### src/rtl/mips_control_muldiv_sequencer.sv
// Iterative HI/LO multiply/divide sequencer: radix-2 shift-add multiply, restoring divide.
// Optional feature macro: MIPS_CONTROL_MULDIV_EARLY_OUT_EN (multiply exits once remaining multiplier bits are zero).
module mips_control_muldiv_sequencer #(
    parameter int DATA_WIDTH = 32
) (
    input  logic                  clock,
    input  logic                  resetN,
    input  logic                  start,
    input  logic [1:0]            op,
    input  logic [DATA_WIDTH-1:0] dataA,
    input  logic [DATA_WIDTH-1:0] dataB,
    input  logic                  flush,
    input  logic                  writeHi,
    input  logic                  writeLo,
    input  logic [DATA_WIDTH-1:0] writeData,
    input  logic                  readHi,
    input  logic                  readLo,
    output logic [DATA_WIDTH-1:0] hi,
    output logic [DATA_WIDTH-1:0] lo,
    output logic                  busy,
    output logic                  done,
    output logic                  stall
);

    localparam int DW = DATA_WIDTH;
    localparam int CW = $clog2(DW);

    typedef enum logic [1:0] {S_IDLE, S_MUL, S_DIV, S_FIXUP} state_t;

    state_t          state, state_next;
    logic [CW-1:0]   count;
    logic [2*DW-1:0] acc;      // product, or remainder:quotient
    logic [DW-1:0]   opb;      // shifting multiplier, or fixed divisor
`ifdef MIPS_CONTROL_MULDIV_EARLY_OUT_EN
    logic [2*DW-1:0] mcand;
`else
    logic [DW-1:0]   mcand;
`endif
    logic            is_div, neg_res, neg_rem, div_zero;

    logic            load, iter_last, finish;
    logic            signed_op, neg_a, neg_b;
    logic [DW-1:0]   abs_a, abs_b;
    logic [2*DW-1:0] mul_next, div_next, fix_src, prod_fix;
    logic [DW:0]     div_trial;
    logic [DW-1:0]   quot, rem, hi_fix, lo_fix;

    assign signed_op = ~op[0];
    assign neg_a     = signed_op & dataA[DW-1];
    assign neg_b     = signed_op & dataB[DW-1];
    assign abs_a     = neg_a ? -dataA : dataA;
    assign abs_b     = neg_b ? -dataB : dataB;

`ifdef MIPS_CONTROL_MULDIV_EARLY_OUT_EN
    // Left-shifting multiplicand keeps the partial product aligned when the loop exits early.
    assign mul_next = acc + (opb[0] ? mcand : '0);
    assign fix_src  = (state == S_MUL) ? mul_next : acc;
`else
    logic [DW:0] mul_sum;
    assign mul_sum  = {1'b0, acc[2*DW-1:DW]} + {1'b0, (opb[0] ? mcand : '0)};
    assign mul_next = {mul_sum, acc[DW-1:1]};
    assign fix_src  = acc;
`endif

    // Trial subtract uses the bit shifted out of the remainder, so divisors above 2^(DW-1) work.
    assign div_trial = acc[2*DW-1:DW-1] - {1'b0, opb};
    assign div_next  = div_trial[DW] ? {acc[2*DW-2:0], 1'b0}
                                     : {div_trial[DW-1:0], acc[DW-2:0], 1'b1};

    // Signed overflow (most negative / -1) needs no special case: -0x80..0 wraps to itself.
    // Divide by zero leaves remainder = |dataA|, so the remainder sign fixup restores dataA.
    assign prod_fix = neg_res ? -fix_src : fix_src;
    assign quot     = acc[DW-1:0];
    assign rem      = acc[2*DW-1:DW];
    assign lo_fix   = !is_div ? prod_fix[DW-1:0]
                    : div_zero ? '1
                    : (neg_res ? -quot : quot);
    assign hi_fix   = !is_div ? prod_fix[2*DW-1:DW] : (neg_rem ? -rem : rem);

    assign iter_last = (count == CW'(DW - 1));
    assign busy      = (state != S_IDLE);
    assign stall     = busy & (start | readHi | readLo | writeHi | writeLo);

    // NOTE: every always_comb output gets a default first so no path can infer a latch.
    always_comb begin
        state_next = state;
        load       = 1'b0;
        finish     = 1'b0;
        unique case (state)
            S_IDLE: begin
                if (start) begin
                    load       = 1'b1;
                    state_next = op[1] ? S_DIV : S_MUL;
                end
            end
            S_MUL: begin
`ifdef MIPS_CONTROL_MULDIV_EARLY_OUT_EN
                if (opb[DW-1:1] == '0) begin
                    finish     = 1'b1;
                    state_next = S_IDLE;
                end
`else
                if (iter_last) state_next = S_FIXUP;
`endif
            end
            S_DIV: begin
                if (iter_last) state_next = S_FIXUP;
            end
            S_FIXUP: begin
                finish     = 1'b1;
                state_next = S_IDLE;
            end
            default: state_next = S_IDLE;
        endcase
        if (flush) begin
            state_next = S_IDLE;
            load       = 1'b0;
            finish     = 1'b0;
        end
    end

    // NOTE: sequential state uses non-blocking assignments so all registers update together.
    always_ff @(posedge clock or negedge resetN) begin
        if (!resetN) begin
            state <= S_IDLE;
            count <= '0;
            done  <= 1'b0;
            hi    <= '0;
            lo    <= '0;
        end else begin
            state <= state_next;
            done  <= finish;
            if (load)
                count <= '0;
            else if (state == S_MUL || state == S_DIV)
                count <= count + 1'b1;
            if (finish) begin
                hi <= hi_fix;
                lo <= lo_fix;
            end else if (state == S_IDLE && !flush) begin
                if (writeHi) hi <= writeData;
                if (writeLo) lo <= writeData;
            end
        end
    end

    // NOTE: datapath registers carry no reset; they are always loaded before being read.
    always_ff @(posedge clock) begin
        if (load) begin
            acc      <= op[1] ? {{DW{1'b0}}, abs_a} : '0;
`ifdef MIPS_CONTROL_MULDIV_EARLY_OUT_EN
            mcand    <= {{DW{1'b0}}, abs_a};
`else
            mcand    <= abs_a;
`endif
            opb      <= abs_b;
            is_div   <= op[1];
            neg_res  <= neg_a ^ neg_b;
            neg_rem  <= neg_a;
            div_zero <= op[1] & (dataB == '0);
        end else if (state == S_MUL) begin
            acc <= mul_next;
            opb <= opb >> 1;
`ifdef MIPS_CONTROL_MULDIV_EARLY_OUT_EN
            mcand <= mcand << 1;
`endif
        end else if (state == S_DIV) begin
            acc <= div_next;
        end
    end

endmodule

### config.mk
export PLATFORM = sky130hd
export DESIGN_NAME = mips_control_muldiv_sequencer
export DESIGN_NICKNAME = d
export VERILOG_FILES = /design/src/rtl/mips_control_muldiv_sequencer.sv
export SDC_FILE = /design/constraint.sdc
export NUM_CORES = 1
export LEC_CHECK = 0
export ABC_AREA = 1
export BUFFER_PORTS_ARGS = -buffer_cell sky130_fd_sc_hd__buf_2
export CORE_MARGIN = 4
export CORE_UTILIZATION = 30
export CTS_BUF_LIST = sky130_fd_sc_hd__clkbuf_8
export DETAILED_ROUTE_END_ITERATION = 8
export PLACE_DENSITY = 0.44
export SKIP_LAST_GASP = 1
export SYNTH_ARGS = -nofsm -noshare
export SYNTH_HDL_FRONTEND = slang
export SYNTH_SLANG_ARGS = --single-unit
### constraint.sdc
create_clock -name clock -period 7.9 [get_ports clock]
set_clock_uncertainty 0.15 [all_clocks]
set_input_delay 0 -clock clock [delete_from_list [all_inputs] [get_ports clock]]
set_output_delay 0 -clock clock [all_outputs]
set_load 0.1 [all_outputs]
-- Yosys cells after proc, flatten, opt, wreduce, memory -nomap -nowiden
Cells that the tools add are included.
- $add $sub $neg: 8
- equal/unequal tests: 6
- mux-type cells: 34
- bitwise logic cells: 10
- reductions and logical operators: 16
- operators with widths (kind ; count):
    2-to-1 mux 32 bit ; 17
    2-to-1 mux 64 bit ; 5
    negation 32 bit ; 4
    negation 64 bit ; 1
    adder 32 x 32 -> 33 bit ; 1
    subtractor 33 x 32 -> 33 bit ; 1
    logical NOT 32 bit ; 1
    nonzero test 2 bit ; 6
    2-to-1 mux 5 bit ; 2
    2-to-1 mux 2 bit ; 4
    case mux 2 bit (3 select lines) ; 1
    AND reduction 2 bit ; 3
    adder 5 x 1 -> 5 bit, second input constant ; 1
    equality test 5 bit, second input constant ; 1
    2-to-1 mux 1 bit ; 5
    AND 1 bit ; 4
    equality test 2 bit, second input constant ; 2
    bitwise OR 1 bit ; 4
    != test 3 x 1 -> 1 bit, second input constant ; 1
    != test 3 bit, second input constant ; 1
    nonzero test 3 bit ; 1
    equality test 2 x 1 -> 1 bit, second input constant ; 1
    logical NOT 2 bit ; 1
    OR reduction 2 bit ; 1
    other kinds (5) ; 5
- flip-flop bits (word level): 204
- bits of input ports: 106
- output and inout port bits: 67
- logic and storage cells: 86

-- Logic depth before layout (Yosys ltp)
Gate-level depths: netlist (run 1).
- word-level depth: 5
- gate-level depth with buffers: 19
- gate-level depth less buffers: 19

-- Least setup slack after synthesis (run 1)
OpenSTA, ideal clock, no wires.
- kind: flip-flop to flip-flop
- from: register state[0]
- to: register div_zero (enable)
- setup time: 0.415 ns
- arrival: 3.043 ns
- required time: 7.335 ns
- setup slack: 4.292 ns
- cell stages (with the launch flop): 9
- clock period less this slack: 3.608 ns
- cells stage by stage: dfrtp_1 -> inv_1 -> ha_1 -> inv_1 -> nor2_1 -> nand2_1 -> clkinv_1 -> clkbuf_1 -> clkbuf_1
- word-level cells in the longest chain between the ends: 3
- RTL lines (element ; RTL line ; RTL):
    start, declared ; 30 ; state_t state, state_next;
    start signal, assigned ; 131 ; state <= state_next;
    logical NOT 2 bit ; 89 ; unique case (state)
    2-to-1 mux 1 bit ; 89 ;
    2-to-1 mux 1 bit ; 115 ; if (flush) begin
    named net load ; 41 ; logic load, iter_last, finish;
    end signal, assigned ; 160 ; div_zero <= op[1] & (dataB == '0);
    end, declared ; 39 ; logic is_div, neg_res, neg_rem, div_zero;
The timed path passes the listed nets, and every way through them passes these cells.
A chain may end at the register's enable or synchronous reset.

-- Worst setup path in the final report (run 1)
- from: register state[0]
- to: register opb[1] (data pin)
- word-level cells in the longest chain between the ends: 4
- RTL lines (element ; RTL line ; RTL):
    logical NOT 2 bit ; 89 ;
    2-to-1 mux 1 bit ; 89 ;
    2-to-1 mux 1 bit ; 115 ;
    2-to-1 mux 32 bit ; 149 ; if (load) begin
    end signal, assigned ; 156 ; opb <= abs_b;
    end signal, assigned ; 163 ; opb <= opb >> 1;
    end, declared ; 33 ; logic [DW-1:0] opb;
No other way between the ends.

==> results of run 1 <==
timing repair:
action,4_1_cts,5_1_grt
endpoints found under the hold margin,241,0
hold buffers,165,0
gates resized for setup,0,0
worst register-to-register path: cells and delay by family, from the launching register on:
kind / cells / cell delay, ns
AO/OA/AOI/OAI: 3 / 0.38
adder cells (fa/ha/maj): 1 / 0.16
buffers and inverters: 6 / 2.19
flip-flops: 1 / 0.42
AND/OR/NAND/NOR: 2 / 0.56
state kept, by name, indices dropped and copies added (netlist names):
signal and count:
acc 64, hi 32, lo 32, mcand 32, opb 32, count 5, state 2, div_zero 1
done 1, is_div 1, neg_rem 1, neg_res 1
cells by family (layout without fill, tap and decap cells):
kind of cell    Yosys count  count (layout)
simple gates           1541            1541
buf+inv                 488             840
compound gates          411             411
flops                   204             204
fa+ha+maj                77              77
xor+xnor                 67              67
other cells               0               4
final cells by class:
| type | instances | area (um2) | share of cell area (%) |
|---|---|---|---|
| Clock inverter | 28 | 193 | 0.869 |
| Tap cell | 773 | 967 | 4.36 |
| Inverter | 414 | 1560 | 7.01 |
| Sequential cell | 204 | 5770 | 26.0 |
| Antenna cell | 4 | 10.0 | 0.0451 |
| Multi-Input combinational cell | 2096 | 10400 | 47.1 |
| Timing Repair Buffer | 355 | 2650 | 11.9 |
| Clock buffer | 43 | 592 | 2.67 |
cells in the mapped netlist (14+ instances only):
library cell  count  share of area, %
nand3_1         298               8.3
inv_1           404               8.4
nand2_1         837                17
nand3b_1         16              0.67
ha_1             75               5.2
o221ai_1         23               1.1
dfrtp_1          72                10
o21ai_0         166               4.6
a21oi_1         144               4.0
nor3_1           42               1.2
or2_2            14              0.48
nor2_1          266               5.5
clkbuf_1         53               1.1
edfxtp_1        132                22
nand4_1          27              0.94
o211ai_1         28               1.2
xor2_1           55               2.7
cell usage in the layout (no fill, tap or decap), types with 4 or more instances in the layout:
cell             n
nor2_2          13
o21a_1           6
xor2_1          55
buf_2          171
inv_2            6
dlygate4sd3_1  165
nand2_1        836
o21ai_1          5
nand3_1        298
o221ai_1        23
nor3_1          42
nand3b_1        16
nand2_2          8
o21ai_0        166
nor3b_1          5
dfrtp_1         72
clkinv_2         5
a21o_1           7
clkbuf_8        43
or2_2           14
diode_2          4
o211ai_1        28
clkinv_1        10
nor2_1         263
a22oi_1         11
ha_1            75
a21oi_1        143
nand4_1         27
o31ai_1          4
buf_4           19
o21bai_1         5
and2_1           8
inv_1          417
xnor2_1         12
edfxtp_1       132
worst paths after layout:
| check | startpoint | to | cells after the start |
|---|---|---|---|
| hold / removal | resetN | hi[12] | 3 |
| setup / recovery | state[0] | opb[1] | 12 |
| max in group asynchronous | resetN | count[2] | 3 |
| min in group clock | writeHi | hi[5] | 5 |
| setup reg to reg | state[0] | opb[1] | 12 |
| hold reg to reg | count[3] | count[3] | 1 |
through the flow:
| stage | instance area [um2] | utilization (%) | std cells | setup slack (ns) | power (mW) |
|---|---|---|---|---|---|
| after floorplan | 18100 | - | 2788 | 4.29 | 7.09 |
| after global placement | 19700 | 33.2 | 3677 | 4.03 | 9.16 |
| after detailed placement | 19700 | 33.2 | 3677 | 4.01 | 9.19 |
| after CTS | 22200 | 37.3 | 3913 | 3.74 | 10.4 |
| after global routing | 22200 | 37.4 | 3915 | 3.39 | 11.2 |
| final | 22200 | 37.4 | 3917 | 3.78 | 10.4 |
power by group:
part           internal [mW]  switching (mW)
Clock                  0.597           0.496
Combinational           1.84            5.04
Sequential              1.82           0.630
routing by layer:
layer,up-vias,part of all wire (%)
li1,9754,-
met1,9286,47
met2,683,45
met3,128,5.4
met4,0,2.7
met5,-,0
==> results.tsv, run 1 <==
stage	metric	value	unit
status	run_status	finished, final reports clean	
yosys	ys_warn_count	0	
worst_setup_path	crit_required	8.08	ns
worst_setup_path	worstPathMaxFanout	52	
global_route	grt.overflow.total	0	
clock_tree	clock_latency	0.61	ns
worst_setup_path	worstSetupPathType	register to register	
die	coreArea	59400	um2
global_route	grt_util_met2	39.5	%
clock_tree	cts.sinks	204	
worst_setup_path	slowest_delay	0.60	ns
sta	worstMarginPinSlew	1.09	ns
clock_tree	post_cts_buffers	0	
flow_run	cap_violations	0	
yosys	yosys_most_used_dff	edfxtp_1	
worst_setup_path	path_cells	inv_1 -> ha_1 -> inv_1 -> nor2_1 -> nand2_1 -> buf_4 -> clkinv_2 -> buf_4 -> o21ai_0 -> a21oi_1 -> dlygate4sd3_1 -> a21oi_1	
sta	hold_viol	0	
global_route	grt_usage	24.2	%
place	dp_hpwl	63.9	mm
place	port-buffer-count	172	
worst_setup_path	crit_slowest_cell	buf_4	
pwr	p_leak	10.9	nW
clock_tree	cts_tree	done	
sta	min_period_over_period	52.1	%
worst_setup_path	critPathCaptureType	register	
sta	rsz0062_at_grt	false	
clock_tree	cts_buffer_depth	3	
yosys	synthMuxAreaShare	0	%
yosys	synth-edff-count	132	
yosys	ys_ff_latch	204	
pwr	power_density	470	nW/um2
cells_and_area	fillers	6487	
clock_tree	h-tree-depth	2	
yosys	synthAdderAreaFrac	5.42	%
routing	post_drt_wl_per_cell	20.5	um
yosys	synth-simple-area-share	36.1	%
routing	route.detailed.drc	0	
yosys	synth_xor_area_share	3.25	%
global_route	grt_max_degree	67	
sta	drv_slew	0	
yosys	syn-num-nets	2971	
cells_and_area	layout-drive-gt1-share	9.39	%
clock_tree	cts_buffers	41	
yosys	syn-instance-count	2788	
clock_tree	clk_pin_slew	0.06	ns
routing	dr.pass1.iters	6	
worst_setup_path	r2r_slack	3.78	ns
sta	post-route-min-period	4.12	ns
die	ios	173	
global_route	top_usage_layer	met2	
cells_and_area	syn2layout_area_growth	22.8	%
yosys	syn_avg_cell_area	6.48	um2
yosys	ys_seq_area_share	31.9	%
yosys	synth.distinct_cells	52	
worst_setup_path	arrival	4.30	ns
global_route	met1_usage	34.2	%
routing	drtIter0Drc	1760	
worst_setup_path	path_buf_inv	6	
global_route	grt_use_met3	2.57	%
die	rows	89	
routing	ant_nets	0	
pwr	peakVddDrop	182	uV
global_route	grt_pass1_vias	18938	
routing	vias	19851	
cells_and_area	fin_nets	3295	
yosys	syn_area	18100	um2
die	start_util	30.4	%
sta	hold_ws	0.0186	ns
die	dieArea	64200	um2
global_route	grt_antenna_before_repair	2	
sta	setup_viol	0	
worst_setup_path	start_kind	register	
sta	fmax	0.243	GHz
routing	via_per_inst	5.07	
die	fp.dieW	253	um
sta	slew_headroom	27.4	%
worst_setup_path	cp_top_family	buffers and inverters	
min_path	hold_class	input port to asynchronous set/reset pin	
routing	wl	80.2	mm
die	dieHeight	253	um
yosys	synthArstFlopShare	35.3	%
sta	tns	0	ns
place	place_congestion	0.975	
yosys	synth_top_family_by_area	simple AND/OR/NAND/NOR gates	
clock_tree	clockRootBuffer	clkbuf_8	
global_route	grt_pass1_wl	118	mm
yosys	synth_compound_area_share	12.9	%
(Power assumes the default switching activity.)
==> run 2: changes to the inputs <==
clock period = 4.05 ns   (was 7.9 ns; I/O delays follow)
==> run 2 against run 1 <==
Effect of this change: non-clock buffer count up 17; fmax up 22%; final cell count up 0.49%; global-route usage up 1.6 points; sequential cell count unchanged; cell area up 1.1%; clock power up 120%; utilization up 0.41 points; hold slack better by 0.038 ns; critical path type unchanged; critical endpoint is now hi[28].
==> results.tsv, run 2 (synthesis gave the netlist of run 1 again) <==
stage	metric	value	unit
global_route	grt_antenna_before_repair	0	
global_route	grt_usage	25.8	%
pwr	power.share.clock	11.3	%
pwr	power_density	940	nW/um2
pwr	p_leak	11.0	nW
die	rows	89	
place	place_congestion	0.919	
min_path	hp-start	writeData[3]	
worst_setup_path	path_cells	inv_1 -> ha_1 -> nand3_1 -> inv_1 -> nand2_1 -> o21ai_0 -> nand3_1 -> a21o_1 -> nand3_1 -> nand3_1 -> dlygate4sd3_1	
global_route	grt.overflow.total	0	
die	ios	173	
pwr	switchingPower	12.5	mW
worst_setup_path	timing.critical_path.mode_cell	nand3_1	
place	port-buffer-count	172	
die	coreArea	59400	um2
routing	ant_nets	0	
clock_tree	post_cts_buffers	0	
sta	setup_viol	0	
clock_tree	cts_tree	done	
pwr	combPwrFrac	67.6	%
cells_and_area	diodes	0	
worst_setup_path	start_kind	register	
status	run_status	finished, final reports clean	
sta	worstMarginPinSlew	0.811	ns
sta	slew_headroom	45.4	%
worst_setup_path	r2r-start	acc[1]	
cells_and_area	largest-register	acc	
pwr	pwr-share-seq	21.2	%
sta	hold_ws	0.0564	ns
worst_setup_path	worstSetupPathType	register to register	
routing	vias	20054	
cells_and_area	syn2layout_area_growth	24.2	%
cells_and_area	layout-drive-gt1-share	10.4	%
cells_and_area	final_cell_mix	836 x nand2_1, 416 x inv_1, 298 x nand3_1	
cells_and_area	layout.cells.non_filler	3936	
global_route	grt_pass1_wl	125	mm
worst_setup_path	critPathCaptureType	register	
cells_and_area	largest_reg_flops	64	
routing	route.detailed.drc	0	
clock_tree	cts.sinks	204	
cells_and_area	fin_nets	3314	
routing	wl	85.5	mm
cells_and_area	mostFrequentLayoutCell	nand2_1	
routing	post_drt_wl_per_cell	21.7	um
global_route	grt_max_degree	69	
routing	via_per_inst	5.10	
clock_tree	h-tree-depth	2	
routing	drtIter0Drc	2060	
worst_setup_path	crit_slowest_cell	o21ai_0	
clock_tree	clockRootBuffer	clkbuf_8	
flow_run	cap_violations	0	
sta	post-route-min-period	3.37	ns
worst_setup_path	arrival	3.74	ns
sta	setup_ws	0.682	ns
worst_setup_path	worstPathMaxFanout	4	
worst_setup_path	cp-startpoint	acc[1]	
sta	rsz0062_at_grt	false	
clock_tree	clk_pin_slew	0.06	ns
global_route	grt_pass1_vias	19105	
sta	fmax	0.297	GHz
sta	drv_slew	0	
sta	hold_viol	0	
worst_setup_path	crit_required	4.42	ns
die	fp.dieW	253	um
sta	tns	0	ns
clock_tree	cts_buffers	43	
place	dp_cells	3699	
place	pre_cts_slack	0.792	ns
sta	min_period_over_period	83.1	%
place	dp_hpwl	68.6	mm
pwr	peakVddDrop	390	uV
die	dieHeight	253	um
die	dieArea	64200	um2
routing	dr.pass1.iters	6	
min_path	hold_class	input port to register	
die	start_util	30.4	%
pwr	swShare	59.2	%
pwr	power.internal	8.61	mW
clock_tree	clock_latency	0.63	ns
worst_setup_path	slowest_delay	0.67	ns
clock_tree	cts_buffer_depth	3	
## run 2: cell types whose count changed in the layout (fill, tap and decap cells not counted)
cell / delta
clkinv_2: +2
inv_1: -1
dlygate4sd3_1: -6
buf_12: +1
clkbuf_8: +4
diode_2: -4
inv_8: +2
buf_4: +21
bufinv_16: +1
buf_16: +1
clkinv_1: -3
inv_4: +1
## run 2: layout make-up
cell class	count	area (um2)
inverters	414	1560
flip-flops and latches	204	5770
well taps	773	967
multi-input cells	2096	10400
repair buffers	372	2800
clock buffers	47	647
clock inverters	30	246
fillers	6497	36900
## run 2: power groups by stage
stage | Clock, mW | Sequential (mW) | Combinational [mW]
finish | 2.38 | 4.46 | 14.2
global route | 2.53 | 4.54 | 15.5
CTS | 2.44 | 4.45 | 14.1
detailed placement | 0 | 4.48 | 13.9
global placement | 0 | 4.46 | 14.0
floorplan | 0 | 6.35 | 7.49
## run 2: path summary, 6_finish.rpt
kind | end | slack [ns] | cells after the start
worst max-delay path | hi[28] | 0.68 | 11
worst min-delay path | lo[3] | 0.06 | 4
worst max register to register | hi[28] | 0.68 | 11
worst min register to register | count[3] | 0.32 | 1
max in group asynchronous | count[3] | 2.90 | 4
min in group asynchronous | count[1] | 0.21 | 3
## run 2: per-stage QoR
stage / utilization, % / total power, mW / area [um2]
2_1_floorplan: - / 13.8 / 18100
3_3_place_gp: 33.5 / 18.5 / 19900
3_5_place_dp: 33.5 / 18.4 / 19900
4_1_cts: 37.8 / 21.0 / 22400
5_1_grt: 37.8 / 22.5 / 22400
6_report: 37.8 / 21.1 / 22400
## run 2: layer usage
layer | vias up | wire (um) | global-route usage, %
met3 | 83 | 4850 | 2.93
met4 | 0 | 1500 | 4.93
met2 | 683 | 37900 | 40.7
met5 | - | 0 | 0
li1 | 9793 | - | -
met1 | 9495 | 41300 | 38.4
## run 2: what timing repair did
| item | in CTS | in global routing |
|---|---|---|
| hold buffers | 160 | 0 |
| hold endpoints to repair | 239 | 0 |
| gates resized for setup | 0 | 0 |
## run 2: critical path, delay by kind of cell, from the launching register on
family / cells / cell delay (ns)
buffers and inverters: 3 / 0.88
flip-flops: 1 / 0.38
AO/OA/AOI/OAI: 2 / 0.88
AND/OR/NAND/NOR: 5 / 0.74
adder cells (fa/ha/maj): 1 / 0.21
==> run 3: changes to the inputs <==
PLACE_DENSITY = 0.46   (was 0.44)
clock period = 2.9 ns   (was 4.05 ns; I/O delays follow)
==> run 3 against run 2 <==
Effect of this change: clock-buffer cell count shrank 4; sequential cell count did not move; routed wire length shrank 5.8%; worst setup slack worse by 0.62 ns; fmax rose by 19%; via count increased by 0.94%; final cell count grew 2.0%; non-clock buffer count is 79 higher; total power increased by 42%; critical path type unchanged.
==> results.tsv, run 3 (synthesis gave the netlist of run 1 again) <==
stage	metric	value	unit
die	dieArea	64200	um2
die	start_util	30.4	%
global_route	grt_max_degree	73	
pwr	pwr-share-seq	19.6	%
worst_setup_path	cp-startpoint	opb[0]	
pwr	switchingPower	17.1	mW
pwr	power.internal	12.9	mW
cells_and_area	largest-register	acc	
clock_tree	clk_pin_slew	0.06	ns
cells_and_area	fillers	6390	
die	ios	173	
pwr	power.share.clock	11.2	%
clock_tree	cts.sinks	204	
cells_and_area	layout-drive-gt1-share	14.3	%
die	dieHeight	253	um
cells_and_area	layout.cells.non_filler	4016	
place	place_congestion	0.987	
routing	vias	20242	
place	placed_area	20400	um2
worst_setup_path	arrival	3.05	ns
routing	route.detailed.drc	0	
cells_and_area	largest_reg_flops	64	
die	coreArea	59400	um2
routing	dr.pass1.iters	6	
cells_and_area	fin_nets	3392	
global_route	grt_usage	24.0	%
die	fp.dieW	253	um
sta	tns	0	ns
min_path	hold_class	input port to register	
global_route	grt_pass1_vias	19420	
cells_and_area	stdcell_area	23300	um2
place	dp_cells	3764	
routing	wl	80.6	mm
routing	post_drt_wl_per_cell	20.1	um
sta	worstMarginPinSlew	1.04	ns
sta	fmax	0.353	GHz
die	rows	89	
worst_setup_path	worstSetupPathType	register to register	
clock_tree	h-tree-depth	2	
pwr	combPwrFrac	69.2	%
pwr	peakVddDrop	534	uV
pwr	power_density	1280	nW/um2
sta	min_period_over_period	97.8	%
routing	via_per_inst	5.04	
flow_run	cap_violations	0	
sta	setup_viol	0	
pwr	power	29.9	mW
worst_setup_path	critPathCaptureType	register	
sta	rsz0062_at_grt	true	
routing	drtIter0Drc	1860	
place	port-buffer-count	172	
sta	drv_slew	0	
min_path	hp-start	dataB[2]	
worst_setup_path	crit_required	3.12	ns
worst_setup_path	r2r-start	opb[0]	
place	dp_hpwl	64.3	mm
clock_tree	cts_tree	done	
sta	post-route-min-period	2.84	ns
clock_tree	clockRootBuffer	clkbuf_8	
global_route	grt_antenna_before_repair	1	
cells_and_area	syn2layout_area_growth	29.3	%
global_route	grt.overflow.total	0	
sta	hold_viol	0	
cells_and_area	final_cell_mix	825 x nand2_1, 406 x inv_1, 293 x nand3_1	
pwr	swShare	57.0	%
clock_tree	cts_buffer_depth	3	
pwr	p_leak	11.4	nW
global_route	grt_pass1_wl	118	mm
sta	slew_headroom	30.7	%
cells_and_area	mostFrequentLayoutCell	nand2_1	
clock_tree	clock_latency	0.64	ns
routing	ant_nets	0	
worst_setup_path	worstPathMaxFanout	16	
status	run_status	finished, final reports clean	
clock_tree	cts_buffers	42	
worst_setup_path	start_kind	register	
==> run 3: metal layers <==
metal | part of all wire, % | global-route usage, % | up-vias | routed length, um
li1 | - | - | 9992 | -
met1 | 45 | 32.5 | 9410 | 36000
met2 | 45 | 39.2 | 719 | 36500
met3 | 7.1 | 4.68 | 121 | 5760
met4 | 2.9 | 6.86 | 0 | 2340
met5 | 0 | 0 | - | 0
==> run 3: worst max-delay path: stages (launching register included) <==
cell and delay [ns]:
edfxtp_1 0.37, buf_6 0.16, buf_12 0.15, nand2_1 0.07
inv_1 0.04, ha_1 0.23, fa_1 0.41, nand2_1 0.08
nand2_1 0.05, o21a_1 0.12, nand2_1 0.07, nand2_2 0.10
nand3_2 0.10, nand3_1 0.11, nand3_1 0.08, nand3_1 0.14
nand2_1 0.11, nand2_1 0.05
==> run 3: area by class of cell <==
class	instances	area, um2	share of cell area, %
clock inverter	34	294	1.26
tap	773	967	4.14
multi-input combinational	2096	10700	45.7
clock buffer	43	592	2.54
timing repair buffer	451	3480	14.9
sequential	204	5770	24.7
antenna	1	2.50	0.0107
inverter	414	1560	6.70
==> run 3: path summary, 6_finish.rpt <==
kind | end | slack [ns] | depth (start not counted)
worst max-delay path | acc[63] | 0.06 | 17
worst min-delay path | opb[6] | 0.05 | 6
worst max register to register | acc[63] | 0.06 | 17
worst min register to register | count[3] | 0.32 | 1
max in group asynchronous | count[0] | 1.42 | 3
min in group asynchronous | hi[22] | 0.49 | 3
==> run 3: power groups by stage <==
stage	combinational (mW)	sequential [mW]	clock (mW)
after floorplan	10.5	8.85	0
after global placement	19.7	5.92	0
after detailed placement	19.8	5.93	0
after CTS	20.1	5.88	3.44
after global routing	22.7	6.00	3.55
final	20.7	5.88	3.35
==> run 3: through the flow <==
stage / setup slack, ns / util [%] / hold WS, ns
after floorplan: 0.0364 / - / -0.446
after global placement: -0.0324 / 34.5 / 0.0416
after detailed placement: -0.0952 / 34.5 / 0.0450
after CTS: 0.00286 / 38.6 / -0.240
after global routing: -0.0828 / 39.3 / 0.0532
final: 0.0647 / 39.3 / 0.0513
==> run 3: what timing repair did <==
action / in CTS / in global routing
gates resized for setup: 3 / 77
endpoints found under the setup margin: 3 / 42
cloned: 0 / 2
hold endpoints to repair: 241 / 2
setup buffers: 0 / 10
pin swaps: 0 / 7
hold buffers: 159 / 3
